### src/rtl/alu_issue_ctrl.sv
// -----------------------------------------------------------------------------
// alu_issue_ctrl
//   Issue sequencer for the tiny 8-bit datapath. It accepts one instruction per
//   valid/ready handshake. It reads its operands from a small internal register
//   file or takes an immediate. It then presents the operation and operands to
//   the external combinational ALU for one cycle. Finally it commits the ALU
//   result and flags back into the register file.
//
//   Flow:  IDLE --valid&legal--> EXEC --> DONE --> IDLE
//          IDLE --valid&illegal--> ERR --> IDLE
//
//   Optional feature macro: ALU_ISSUE_PERF_EN
//     defined     : perf_count counts committed instructions (wraps at 16 bits)
//     not defined : perf_count is tied to zero and no counter logic is built
//
//   Reset is synchronous and active-high. It returns every piece of state to
//   its idle value, including the register file.
// -----------------------------------------------------------------------------
module alu_issue_ctrl #(
  parameter int NUM_REGS   = 4,
  parameter int REG_ADDR_W = 2
) (
  input  logic                  clk,
  input  logic                  rst,

  // Instruction front-end
  input  logic                  instr_valid,
  output logic                  instr_ready,
  input  logic [3:0]            instr_op,
  input  logic [REG_ADDR_W-1:0] instr_rd,
  input  logic [REG_ADDR_W-1:0] instr_rs1,
  input  logic [REG_ADDR_W-1:0] instr_rs2,
  input  logic                  instr_use_imm,
  input  logic [7:0]            instr_imm,

  // Combinational ALU
  output logic [3:0]            alu_operation,
  output logic [7:0]            alu_operand1,
  output logic [7:0]            alu_operand2,
  input  logic [7:0]            alu_result,
  input  logic                  alu_zero_flag,
  input  logic                  alu_overflow_flag,

  // Status
  output logic                  done,
  output logic                  illegal_op,
  output logic                  zero_q,
  output logic                  overflow_q,

  // Debug / performance
  input  logic [REG_ADDR_W-1:0] rf_dbg_addr,
  output logic [7:0]            rf_dbg_data,
  output logic [15:0]           perf_count
);

  // ---------------------------------------------------------------------------
  // Opcode map understood by the ALU
  // ---------------------------------------------------------------------------
  localparam logic [3:0] OP_ADD  = 4'b0000;
  localparam logic [3:0] OP_SUB  = 4'b0010;
  localparam logic [3:0] OP_AND  = 4'b0011;
  localparam logic [3:0] OP_OR   = 4'b0100;
  localparam logic [3:0] OP_XOR  = 4'b0101;
  localparam logic [3:0] OP_SHL  = 4'b1101;
  localparam logic [3:0] OP_SHR  = 4'b1110;

  // The ALU sees this code whenever no instruction is executing. Its output is
  // ignored in that case.
  localparam logic [3:0] OP_IDLE = 4'b1111;

  typedef enum logic [1:0] {
    ST_IDLE = 2'd0,
    ST_EXEC = 2'd1,
    ST_DONE = 2'd2,
    ST_ERR  = 2'd3
  } state_e;

  // Legality decode of an incoming opcode
  function automatic logic op_is_legal(input logic [3:0] op);
    case (op)
      OP_ADD, OP_SUB, OP_AND, OP_OR,
      OP_XOR, OP_SHL, OP_SHR: op_is_legal = 1'b1;
      default:                op_is_legal = 1'b0;
    endcase
  endfunction

  // ---------------------------------------------------------------------------
  // State and datapath registers
  // ---------------------------------------------------------------------------
  state_e                  state_q, state_d;

  logic [3:0]              op_q;
  logic [REG_ADDR_W-1:0]   rd_q;
  logic [7:0]              opnd1_q;
  logic [7:0]              opnd2_q;
  logic [7:0]              rf_q [NUM_REGS];

  logic                    accept;
  logic                    wb_en;
  logic [7:0]              opnd1_d;
  logic [7:0]              opnd2_d;

  // A handshake happens only in IDLE, because ready is high only there.
  assign accept = instr_valid & instr_ready;

  // The writeback happens on the edge that leaves EXEC.
  assign wb_en  = (state_q == ST_EXEC);

  // Operand fetch from the register file, or the immediate for operand2
  assign opnd1_d = rf_q[instr_rs1];
  assign opnd2_d = instr_use_imm ? instr_imm : rf_q[instr_rs2];

  // ---------------------------------------------------------------------------
  // FSM process 1: state register
  // ---------------------------------------------------------------------------
  // NOTE: sequential state uses non-blocking (<=) so every flop samples
  // pre-edge values; blocking here would create order-dependent simulation.
  always_ff @(posedge clk) begin
    if (rst) state_q <= ST_IDLE;
    else     state_q <= state_d;
  end

  // ---------------------------------------------------------------------------
  // FSM process 2: next-state logic
  // ---------------------------------------------------------------------------
  // NOTE: state_d gets a default before the case so no path leaves it
  // unassigned; a missing default in always_comb infers a latch.
  always_comb begin
    state_d = state_q;
    case (state_q)
      ST_IDLE: begin
        if (accept) state_d = op_is_legal(instr_op) ? ST_EXEC : ST_ERR;
      end
      ST_EXEC: state_d = ST_DONE;
      ST_DONE: state_d = ST_IDLE;
      ST_ERR:  state_d = ST_IDLE;
      default: state_d = ST_IDLE;
    endcase
  end

  // ---------------------------------------------------------------------------
  // FSM process 3: Moore outputs
  // ---------------------------------------------------------------------------
  always_comb begin
    instr_ready   = 1'b0;
    done          = 1'b0;
    illegal_op    = 1'b0;
    alu_operation = OP_IDLE;
    case (state_q)
      ST_IDLE: instr_ready   = 1'b1;
      ST_EXEC: alu_operation = op_q;
      ST_DONE: done          = 1'b1;
      ST_ERR:  illegal_op    = 1'b1;
      default: ;
    endcase
  end

  // The operands always show the latched values. They only matter in EXEC.
  assign alu_operand1 = opnd1_q;
  assign alu_operand2 = opnd2_q;

  // ---------------------------------------------------------------------------
  // Instruction latch: op, destination and operand values are captured at accept
  // ---------------------------------------------------------------------------
  // The operands are latched for illegal opcodes too. This is harmless: the ALU
  // never sees them with a real operation code, and they stay stable until the
  // next accept.
  always_ff @(posedge clk) begin
    if (rst) begin
      op_q    <= '0;
      rd_q    <= '0;
      opnd1_q <= '0;
      opnd2_q <= '0;
    end else if (accept) begin
      op_q    <= instr_op;
      rd_q    <= instr_rd;
      opnd1_q <= opnd1_d;
      opnd2_q <= opnd2_d;
    end
  end

  // ---------------------------------------------------------------------------
  // Register file writeback
  // ---------------------------------------------------------------------------
  // NOTE: the register file must come out of reset as all zeros, so every
  // entry is cleared explicitly. This maps the array onto resettable flops
  // rather than a RAM macro, which is fine at four entries.
  always_ff @(posedge clk) begin
    if (rst) begin
      for (int i = 0; i < NUM_REGS; i++) rf_q[i] <= '0;
    end else if (wb_en) begin
      rf_q[rd_q] <= alu_result;
    end
  end

  // ---------------------------------------------------------------------------
  // Flag capture: only legal instructions reach EXEC, so only they update flags
  // ---------------------------------------------------------------------------
  always_ff @(posedge clk) begin
    if (rst) begin
      zero_q     <= 1'b0;
      overflow_q <= 1'b0;
    end else if (wb_en) begin
      zero_q     <= alu_zero_flag;
      overflow_q <= alu_overflow_flag;
    end
  end

  // Debug read port. There is no hazard logic, because the writeback lands
  // before the controller returns to IDLE.
  assign rf_dbg_data = rf_q[rf_dbg_addr];

  // ---------------------------------------------------------------------------
  // Optional performance counter
  // ---------------------------------------------------------------------------
`ifdef ALU_ISSUE_PERF_EN
  logic [15:0] perf_q;

  // Count each committed instruction. The count wraps naturally at 16 bits.
  always_ff @(posedge clk) begin
    if (rst)       perf_q <= '0;
    else if (done) perf_q <= perf_q + 16'd1;
  end

  assign perf_count = perf_q;
`else
  assign perf_count = 16'h0000;
`endif

endmodule

### config.mk
export PLATFORM = sky130hd
export DESIGN_NAME = alu_issue_ctrl
export DESIGN_NICKNAME = d
export VERILOG_FILES = /design/src/rtl/alu_issue_ctrl.sv
export SDC_FILE = /design/constraint.sdc
export NUM_CORES = 1
export LEC_CHECK = 0
export BUFFER_PORTS_ARGS = -buffer_cell sky130_fd_sc_hd__buf_2
export CAP_MARGIN = 20
export CORE_MARGIN = 4
export CORE_UTILIZATION = 55
export DETAILED_ROUTE_END_ITERATION = 8
export PLACE_DENSITY = 0.91
export SYNTH_ARGS = -nofsm -noshare
export SYNTH_HDL_FRONTEND = slang
export SYNTH_SLANG_ARGS = --single-unit
export TNS_END_PERCENT = 1
### constraint.sdc
create_clock -name clk -period 4.3 [get_ports clk]
set_clock_uncertainty 0.15 [all_clocks]
set_input_delay 0.86 -clock clk [delete_from_list [all_inputs] [get_ports clk]]
set_output_delay 0.86 -clock clk [all_outputs]
set_load 0.05 [all_outputs]
======== Word level (Yosys, flattened, before mapping) ========
Memory sizes are Yosys's and may differ from the RTL's. A register that Yosys moved wholly into a read port is not among the register bits.
Cells that the tools add are included.
Widths: inputs -> output; s select.
word-level totals
  flip-flop bits (word level) ............. 18
  RAM bits ................................ 32
  input bits .............................. 34
  memories kept ........................... 1
memories
  name  depth  bits a word  rd ports  clocked after memory_dff  wr ports  RTL line  source
  rf_q  4      8            3         1                         4         96        logic [7:0] rf_q [NUM_REGS];
cells by class
  equality and inequality tests ........... 10
  multiplexer cells ....................... 19
  bitwise gates (word level) .............. 1
  reduce and logical (&&, ||, !) cells .... 5
operators with widths
  cell                count
  $mux 8              2
  $mux 1              12
  $eq 4x2->1 const B  2
  $eq 4x3->1 const B  2
  $eq 4x4->1 const B  2
  $reduce_or 8->1     1
  $reduce_or 7->1     1
  $mux 2              3
  $pmux 2 s3          1
  $eq 2x2->1 const B  2
  $logic_not 4->1     1
  $mux 4              1
  $eq 2x1->1 const B  1
  $logic_not 2->1     1
  $ne 2x2->1 const B  1
  $reduce_or 2->1     1
  $and 1x1->1         1

======== Longest topological paths before layout ========
Gate-level depths: netlist (run 1).
  word-level depth ........................ 8
  mapped depth ............................ 5
  depth with buffers taken out ............ 3

======== Worst setup path before layout (run 1) ========
OpenSTA, ideal clock, no wires.
  kind .................................... input port to output port
  start point ............................. input rf_dbg_addr[0]
  end point ............................... output rf_dbg_data[0]
  arrival ................................. 1777 ps
  required time ........................... 3290 ps
  slack ................................... 1513 ps
  cell stages on the path ................. 2
  cells stage by stage .................... buf_2 > mux4_2
between the ends
  word-level cells in the longest chain between the ends .. 1
RTL lines
  element      RTL line  source
  from (decl)  51        input logic [REG_ADDR_W-1:0] rf_dbg_addr,
  $mem_v2 4x8  --
  to (decl)    52        output logic [7:0] rf_dbg_data,
Every way passes these cells.

======== Final worst setup path (run 1) ========
Ends and elaborated chain as after synthesis.

==> impl_metrics.toml, run 1 <==
[routing]
wirelength_um = 6968
wl_met3_um = 609
drt-wirelength-per-cell_um = 17.69
wl_met1_um = 2792
drt_first_pass_iters = 9
wl_met2_um = 3438
drt_iter0_markers = 169
vias = 2205
ant_nets = 0
drc_errors = 0
highest-signal-layer = "met4"
vias_per_cell = 5.596

[timing]
finalHoldViolations = 0
tns_ns = 0
max_freq_ghz = 0.3399
finalHoldWorstSlack_ns = 0.2992
rsz0062_at_grt = "false"
layout_setup_ws_ns = 1.358
setup_viol = 0
slew_violations = 0
max_slew.worst_pin.slew_ns = 0.7049
finalCritPeriodShare_pct = 68.41
period_minus_slack_ns = 2.942
slew_headroom_pct = 52.91

[die]
rows = 26
die_y_um = 82.69
core_area_um2 = 5270
io_pins = 83
dieArea_um2 = 6837
die_w_um = 82.69
initial_core_util_pct = 58.21

[setup_path]
cpMostUsedCell = "buf_2"
crit_required_ns = 3.29
worst_setup_path_end_kind = "primary output"
max_stage_delay_ns = 0.55
r2r-end = "rf_q[2][1]"
path_buf_inv = 2
rrSetupSlack_ns = 2.32
crit_family = "multiplexers"
reg2regPathDepth = 3
critPathKind = "in -> out"
critical_path.cell_chain = "buf_2 > mux4_2 > buf_2"
r2r_start = "state_q[1]"
start_kind = "input port"
crit_start = "rf_dbg_addr[0]"
cp_slowest_cell = "mux4_2"
arrival_ns = 1.93
worstPathMaxFanout = 8

[global_routing]
antenna_found_initial = 0
grt_pass1_wl_um = 10480
grt_usage_pct = 21.82
overflow = 0
grt_max_degree = 35
grt_pass1_vias = 2030

[yosys]
yosys-top-cells-area = "edfxtp_1 31%, dfxtp_1 17%, mux4_2 12%, and2_1 6.7%, mux2_2 5.1%"
synthMuxAreaShare_pct = 17.86
synth_top_area_cell = "edfxtp_1"
synth_fa_ha_area_share_pct = 0
synth_xor_area_share_pct = 0.2855
ys_top_cells_by_count = "33 x and2_1, 32 x edfxtp_1, 32 x nand2_1, 26 x dfxtp_1, 17 x a21oi_1"
ys.flop_type = "edfxtp_1"
synth-async-reset-ratio_pct = 0
synth-simple-area-share_pct = 17.82
yosysUniqueCellTypes = 33
synth_compound_area_share_pct = 8.238
synth_area_per_cell_um2 = 11.85
netlist.area_leader.share_pct = 31.32
synth_top_family_by_area = "multiplexers"
synth_seq_cells = 58
synth-seq-area-share_pct = 48.29
syn_area_um2 = 3068
synth_edf_count = 32
ys_warn_count = 0
synth.most_common_cell = "and2_1"
netlist_instances = 259

[worst_hold_path]
min_path_type = "reg -> reg"
worstHoldPathCells = 2
hold_start = "op_q[3]"
min_to = "op_q[3]"

[power]
leakage_nw = 1.425
p_per_area_nw_per_um2 = 387.2
peakVddDrop_uv = 224.0

[cts]
cts.reportedPaths.clkPinSlew_ns = 0.06
cts_tree = "done"
postCtsSetupBuffers = 0
ctsResizeCount = 0
clk_latency_ns = 0.33
ctsHoldBuffers = 0
cts.sinks = 58
cts_buffers = 9
h-tree-depth = 3
cts_buffer_depth = 2
root_buffer = "clkbuf_8"

[layout]
area_delta_synth_final_pct = 13.95
drive_gt1_share_pct = 37.35
nFillCells = 403
fin_util_pct = 66.33
final_cells = 394
nets = 353
n_antenna_cell = 0

[run_status]
outcome = "completed"

[place]
placed_cells = 378
post-dp-hpwl_um = 5063
dp_slack_ns = 1.345
io_buffers = 66
place.gp.congestion = 0.7877

[run]
drv_cap = 0
cell type report:
type	instances	area [µm²]	share of cell area (%)
inverter	1	3.754	0.1074
tap	70	87.58	2.505
timing repair buffer	67	337.8	9.664
clock buffer	13	148.9	4.259
sequential	58	1481	42.38
clock inverter	3	15.01	0.4295
multi-input combinational	182	1421	40.66
routing by layer:
| layer | vias up | global-route usage, % |
|---|---|---|
| met2 | 112 | 37.58 |
| met5 | - | 0 |
| li1 | 1036 | - |
| met4 | 0 | 7.680 |
| met3 | 10 | 7.592 |
| met1 | 1047 | 25.16 |
layout by cell type (no fill, tap or decap), types with 2 or more instances in the layout:
cell type,netlist,layout
nand2_1,32,32
mux2_2,14,14
nor2b_1,4,4
clkinv_2,0,3
nor2_1,13,13
buf_2,6,66
dfxtp_1,26,26
nand2b_1,4,4
a222oi_1,8,8
mux2_4,2,2
or2_2,3,3
a211oi_1,8,8
nor4b_4,2,2
a21oi_1,17,17
clkbuf_8,0,10
mux4_2,16,16
edfxtp_1,32,32
clkbuf_1,6,3
and2_1,33,33
conb_1,1,16
report_power, final:
group	switching, W	internal (W)
sequential	0.0000250	0.000618
clock	0.000195	0.000222
combinational	0.000206	0.0000881
logic make-up after synthesis:
group / after synthesis
buffers and inverters: 34
other: 1
flip-flops: 58
multiplexers: 32
XOR/XNOR: 1
AND/OR/NAND/NOR: 96
AO/OA/AOI/OAI: 37
worst min-delay path: stages (launching register included):
cell,delay [ns]
dfxtp_1,0.30
nand2_1,0.05
a21oi_1,0.05
per-stage QoR:
step                area, µm²  total power (W)
finish                   3496         0.001353
global route             3496         0.001411
CTS                      3496         0.001361
detailed placement       3332        0.0009476
global placement         3332        0.0009405
floorplan                3124        0.0008921
how the worst max path moves through the flow:
stage / depth (start not counted) / slack, ns / to
6_report: 3 / 1.36 / rf_dbg_data[0]
5_1_grt: 3 / 1.31 / rf_dbg_data[0]
4_1_cts: 3 / 1.34 / rf_dbg_data[0]
3_5_place_dp: 3 / 1.35 / rf_dbg_data[0]
3_3_place_gp: 3 / 1.35 / rf_dbg_data[0]
2_1_floorplan: 2 / 1.51 / rf_dbg_data[0]
registers in the layout, summed over array words and instances, names as in the netlist:
register,count
alu_operand1,8
alu_operand2,8
op_q,4
overflow_q,1
rd_q,2
rf_q,32
state_q,2
zero_q,1
(Power assumes the default switching activity.)
==> run 2, diff against run 1 <==
--- a/config.mk
+++ b/config.mk
@@ -8,9 +8,9 @@
 export BUFFER_PORTS_ARGS = -buffer_cell sky130_fd_sc_hd__buf_2
 export CAP_MARGIN = 20
 export CORE_MARGIN = 4
-export CORE_UTILIZATION = 55
+export CORE_UTILIZATION = 53
 export DETAILED_ROUTE_END_ITERATION = 8
-export PLACE_DENSITY = 0.91
+export PLACE_DENSITY = 0.88
 export SYNTH_ARGS = -nofsm -noshare
 export SYNTH_HDL_FRONTEND = slang
 export SYNTH_SLANG_ARGS = --single-unit
==> constraint.sdc (replaced) <==
create_clock -name clk -period 2.75 [get_ports clk]
set_clock_uncertainty 0.15 [all_clocks]
set_input_delay 0.55 -clock clk [delete_from_list [all_inputs] [get_ports clk]]
set_output_delay 0.55 -clock clk [all_outputs]
set_load 0.05 [all_outputs]
==> run 2 against run 1 <==
Net effect:
- critical path depth unchanged
- flip-flop and latch count unchanged
- worst hold slack barely moved
- non-clock buffer count up 4
- sequential power up 56%
- routed wire length increased by 0.85%
- combinational power is 57% higher
- utilization fell by 2.9 points
- via count is 1.1% higher
- setup slack got worse by 0.96 ns
- clock-buffer cell count fell by 1
- critical endpoint is now alu_operation[2]
- largest cell class unchanged
- largest power group unchanged
==> impl_metrics.toml, run 2 (synthesized netlist as in run 1, its figures left out) <==
[setup_path]
crit_required_ns = 2.05
worstPathMaxFanout = 9
worstSetupEndpoint = "alu_operation[2]"
rrSetupSlack_ns = 0.85
critPathKind = "reg -> out"
reg2regPathDepth = 4
r2r_start = "state_q[0]"
arrival_ns = 1.66
start_kind = "register"
worst_setup_path_end_kind = "primary output"
crit_start = "state_q[0]"
r2r-end = "rf_q[1][1]"

[global_routing]
grt_pass1_wl_um = 11040
grt_usage_pct = 20.59
grt_max_degree = 31
grt_pass1_vias = 2123
overflow = 0
antenna_found_initial = 0

[cts]
clk_latency_ns = 0.33
cts.reportedPaths.clkPinSlew_ns = 0.06
ctsHoldBuffers = 0
cts_tree = "done"
h-tree-depth = 3
ctsResizeCount = 0
cts.sinks = 58
cts_buffer_depth = 2
cts_buffers = 9
root_buffer = "clkbuf_8"
postCtsSetupBuffers = 0

[run_status]
outcome = "completed"

[routing]
drt_first_pass_iters = 7
drc_errors = 0
vias_per_cell = 5.589
drt-wirelength-per-cell_um = 17.61
vias = 2230
ant_nets = 0
drt_iter0_markers = 146
wirelength_um = 7027

[run]
drv_cap = 0

[timing]
layout_setup_ws_ns = 0.3945
period_minus_slack_ns = 2.355
rsz0062_at_grt = "false"
max_slew.worst_pin.slew_ns = 0.6316
slew_violations = 0
setup_viol = 0
finalHoldViolations = 0
finalCritPeriodShare_pct = 85.65
tns_ns = 0
slew_headroom_pct = 57.74
max_freq_ghz = 0.4245
finalHoldWorstSlack_ns = 0.2988

[layout]
nets = 357
fin_util_pct = 63.41
final_cell_mix = "66 x buf_2, 33 x and2_1, 32 x nand2_1, 32 x edfxtp_1, 26 x dfxtp_1"
area_delta_synth_final_pct = 15.21
final_common_cell = "buf_2"
nFillCells = 448
drive_gt1_share_pct = 38.53
top_register = "rf_q"
largest_reg_flops = 32
n_antenna_cell = 0

[die]
dieArea_um2 = 7069
die_w_um = 84.08
io_pins = 83
die_y_um = 84.08
initial_core_util_pct = 55.04
rows = 27
core_area_um2 = 5574

[power]
power_frac_seq_pct = 46.6
switching_share_pct = 31.67
p_total_w = 0.002155
p_per_area_nw_per_um2 = 609.7
clockPowerShare_pct = 32.0
peakVddDrop_uv = 383.9
intPower_w = 0.001473
comb_power_share_pct = 21.5
leakage_nw = 1.451
p_switching_w = 0.0006824

[place]
io_buffers = 66
place.gp.congestion = 0.8287
dp_slack_ns = 0.4285
post-dp-hpwl_um = 5099

[worst_hold_path]
min_path_type = "reg -> reg"
-- run 2: power groups by stage --
stage | logic (W) | registers, W | clock network [W]
final | 0.000463 | 0.00100 | 0.000689
after global routing | 0.000493 | 0.00101 | 0.000741
after CTS | 0.000464 | 0.00100 | 0.000700
after detailed placement | 0.000463 | 0.00102 | 0
after global placement | 0.000455 | 0.00102 | 0
after floorplan | 0.000314 | 0.00108 | 0
-- run 2: worst min-delay path by stage --
stage / from / cells after the start / to
2_1_floorplan: op_q[0] / 2 / op_q[0]
3_3_place_gp: op_q[3] / 2 / op_q[3]
3_5_place_dp: op_q[0] / 2 / op_q[0]
4_1_cts: alu_overflow_flag / 3 / overflow_q
5_1_grt: instr_rd[0] / 3 / rd_q[0]
6_report: op_q[0] / 2 / op_q[0]
-- run 2: cell type report --
type	count	area [µm²]	share of cell area [%]
Timing Repair Buffer	71	367.9	10.41
Tap cell	72	90.09	2.549
Multi-Input combinational cell	182	1421	40.21
Sequential cell	58	1481	41.91
Clock inverter	3	15.01	0.4248
Inverter	1	3.754	0.1062
Clock buffer	12	155.1	4.389
-- run 2: routing by layer --
metal / global-route usage (%) / vias up / routed length, µm
met5: 0 / - / 0
li1: - / 1040 / -
met1: 26.08 / 1082 / 2906
met4: 9.503 / 0 / 134
met3: 5.232 / 12 / 457
met2: 33.00 / 96 / 3527
-- run 2: stage by stage --
stage	std cells	area, µm²
floorplan	274	3124
finish	399	3535
global placement	384	3364
detailed placement	384	3364
CTS	399	3535
global route	399	3535
-- run 2: worst max-delay path: stages (launching register included) --
cell and delay [ns]:
dfxtp_1 0.49, nor2b_1 0.50, nand2b_1 0.11, buf_2 0.23
==> run 3, diff against run 2 <==
==> constraint.sdc (replaced) <==
create_clock -name clk -period 2.75 [get_ports clk]
set_clock_uncertainty 0.15 [all_clocks]
set_input_delay 0 -clock clk [delete_from_list [all_inputs] [get_ports clk]]
set_output_delay 0 -clock clk [all_outputs]
set_load 0.05 [all_outputs]
==> run 3 against run 2 <==
Net effect:
- critical path type is now reg -> reg
- highest routed layer unchanged
- critical endpoint is now rf_q[1][3]
- clock-buffer cell count is 3 higher
- sequential power is essentially flat
- global-route usage grew 0.60 points
==> impl_metrics.toml, run 3 (synthesized netlist as in run 1, its figures left out) <==
[place]
placed_cells = 380
dpl_cell_area_um2 = 3334
io_buffers = 66
post-dp-hpwl_um = 5412
place.gp.congestion = 0.8630

[setup_path]
worstPathMaxFanout = 9
worst_setup_path_end_kind = "register"
critPathKind = "reg -> reg"
crit_required_ns = 2.63
rrSetupSlack_ns = 0.90
arrival_ns = 1.73
start_kind = "register"

[cts]
cts_buffer_depth = 2
postCtsSetupBuffers = 0
cts_tree = "done"
cts.reportedPaths.clkPinSlew_ns = 0.06
h-tree-depth = 3
cts.sinks = 58
root_buffer = "clkbuf_8"
clk_latency_ns = 0.33
cts_buffers = 9
ctsResizeCount = 0
ctsHoldBuffers = 25

[power]
comb_power_share_pct = 21.6
p_switching_w = 0.0006749
power_frac_seq_pct = 44.6
switching_share_pct = 29.89
leakage_nw = 1.547
p_total_w = 0.002258
clockPowerShare_pct = 33.8
p_per_area_nw_per_um2 = 596.1
peakVddDrop_uv = 382.5
intPower_w = 0.001583

[die]
rows = 27
initial_core_util_pct = 55.04
io_pins = 83
core_area_um2 = 5574
die_y_um = 84.08
die_w_um = 84.08
dieArea_um2 = 7069

[run]
drv_cap = 0

[timing]
finalHoldWorstSlack_ns = 0.04841
setup_viol = 0
finalHoldViolations = 0
period_minus_slack_ns = 1.852
max_slew.worst_pin.slew_ns = 0.6830
slew_violations = 0
tns_ns = 0
max_freq_ghz = 0.5400
rsz0062_at_grt = "false"
slew_headroom_pct = 54.46
finalCritPeriodShare_pct = 67.34

[global_routing]
grt_pass1_vias = 2271
grt_max_degree = 35
antenna_found_initial = 0
grt_pass1_wl_um = 11580
overflow = 0
grt_usage_pct = 21.19

[worst_hold_path]
min_path_type = "in -> reg"

[layout]
design_area_um2 = 3787
drive_gt1_share_pct = 34.96
final_cells = 421
final_common_cell = "buf_2"
area_delta_synth_final_pct = 23.45
final_cell_mix = "66 x buf_2, 33 x and2_1, 32 x nand2_1, 32 x edfxtp_1, 26 x dfxtp_1"
top_register = "rf_q"
nets = 378
n_antenna_cell = 0
largest_reg_flops = 32

[routing]
drc_errors = 0
wirelength_um = 7218
drt-wirelength-per-cell_um = 17.14
ant_nets = 0
vias = 2304
drt_first_pass_iters = 7
vias_per_cell = 5.473
drt_iter0_markers = 203

[run_status]
outcome = "completed"
run 3: cell count changes in the layout (fill, tap and decap cells not counted):
cell | previous run | this run
buf_4 | 5 | 1
clkbuf_1 | 1 | 2
clkbuf_16 | 0 | 1
clkbuf_8 | 11 | 12
clkinv_2 | 3 | 1
dlygate4sd3_1 | 0 | 25
run 3: power groups by stage:
stage	logic [W]	clock network, W	registers (W)
finish	0.000487	0.000763	0.00101
global route	0.000518	0.000823	0.00101
CTS	0.000486	0.000775	0.00101
detailed placement	0.000459	0	0.00102
global placement	0.000452	0	0.00102
floorplan	0.000314	0	0.00108
run 3: final cells by class:
class,count,area (µm²)
tap,72,90.09
multi-input combinational,182,1421
clock inverter,1,5.005
timing repair buffer,92,588.1
inverter,1,3.754
clock buffer,15,197.7
fill,412,1787
sequential,58,1481
run 3: worst paths after layout:
kind,to,cells after the start,from
min,state_q[0],2,rst
max,rf_q[1][3],3,state_q[0]
min reg2reg,op_q[1],2,op_q[1]
max reg2reg,rf_q[1][3],3,state_q[0]
run 3: layer usage:
layer,vias up,global-route usage [%],wire length [µm]
met5,-,0,0
met4,0,10.09,145
met3,12,7.206,717
met2,128,34.00,3564
met1,1081,25.48,2790
li1,1083,-,-
run 3: critical path, stage by stage, from the launching register on:
cell and delay, ns:
dfxtp_1 0.47, nand2b_2 0.23, nor4b_4 0.40, or2_2 0.29
run 3: metrics by stage:
| stage | utilization (%) | setup WS, ns |
|---|---|---|
| 2_1_floorplan | - | 1.120 |
| 3_3_place_gp | 59.82 | 0.9981 |
| 3_5_place_dp | 59.82 | 0.8924 |
| 4_1_cts | 67.95 | 0.8876 |
| 5_1_grt | 67.95 | 0.7688 |
| 6_report | 67.95 | 0.8981 |
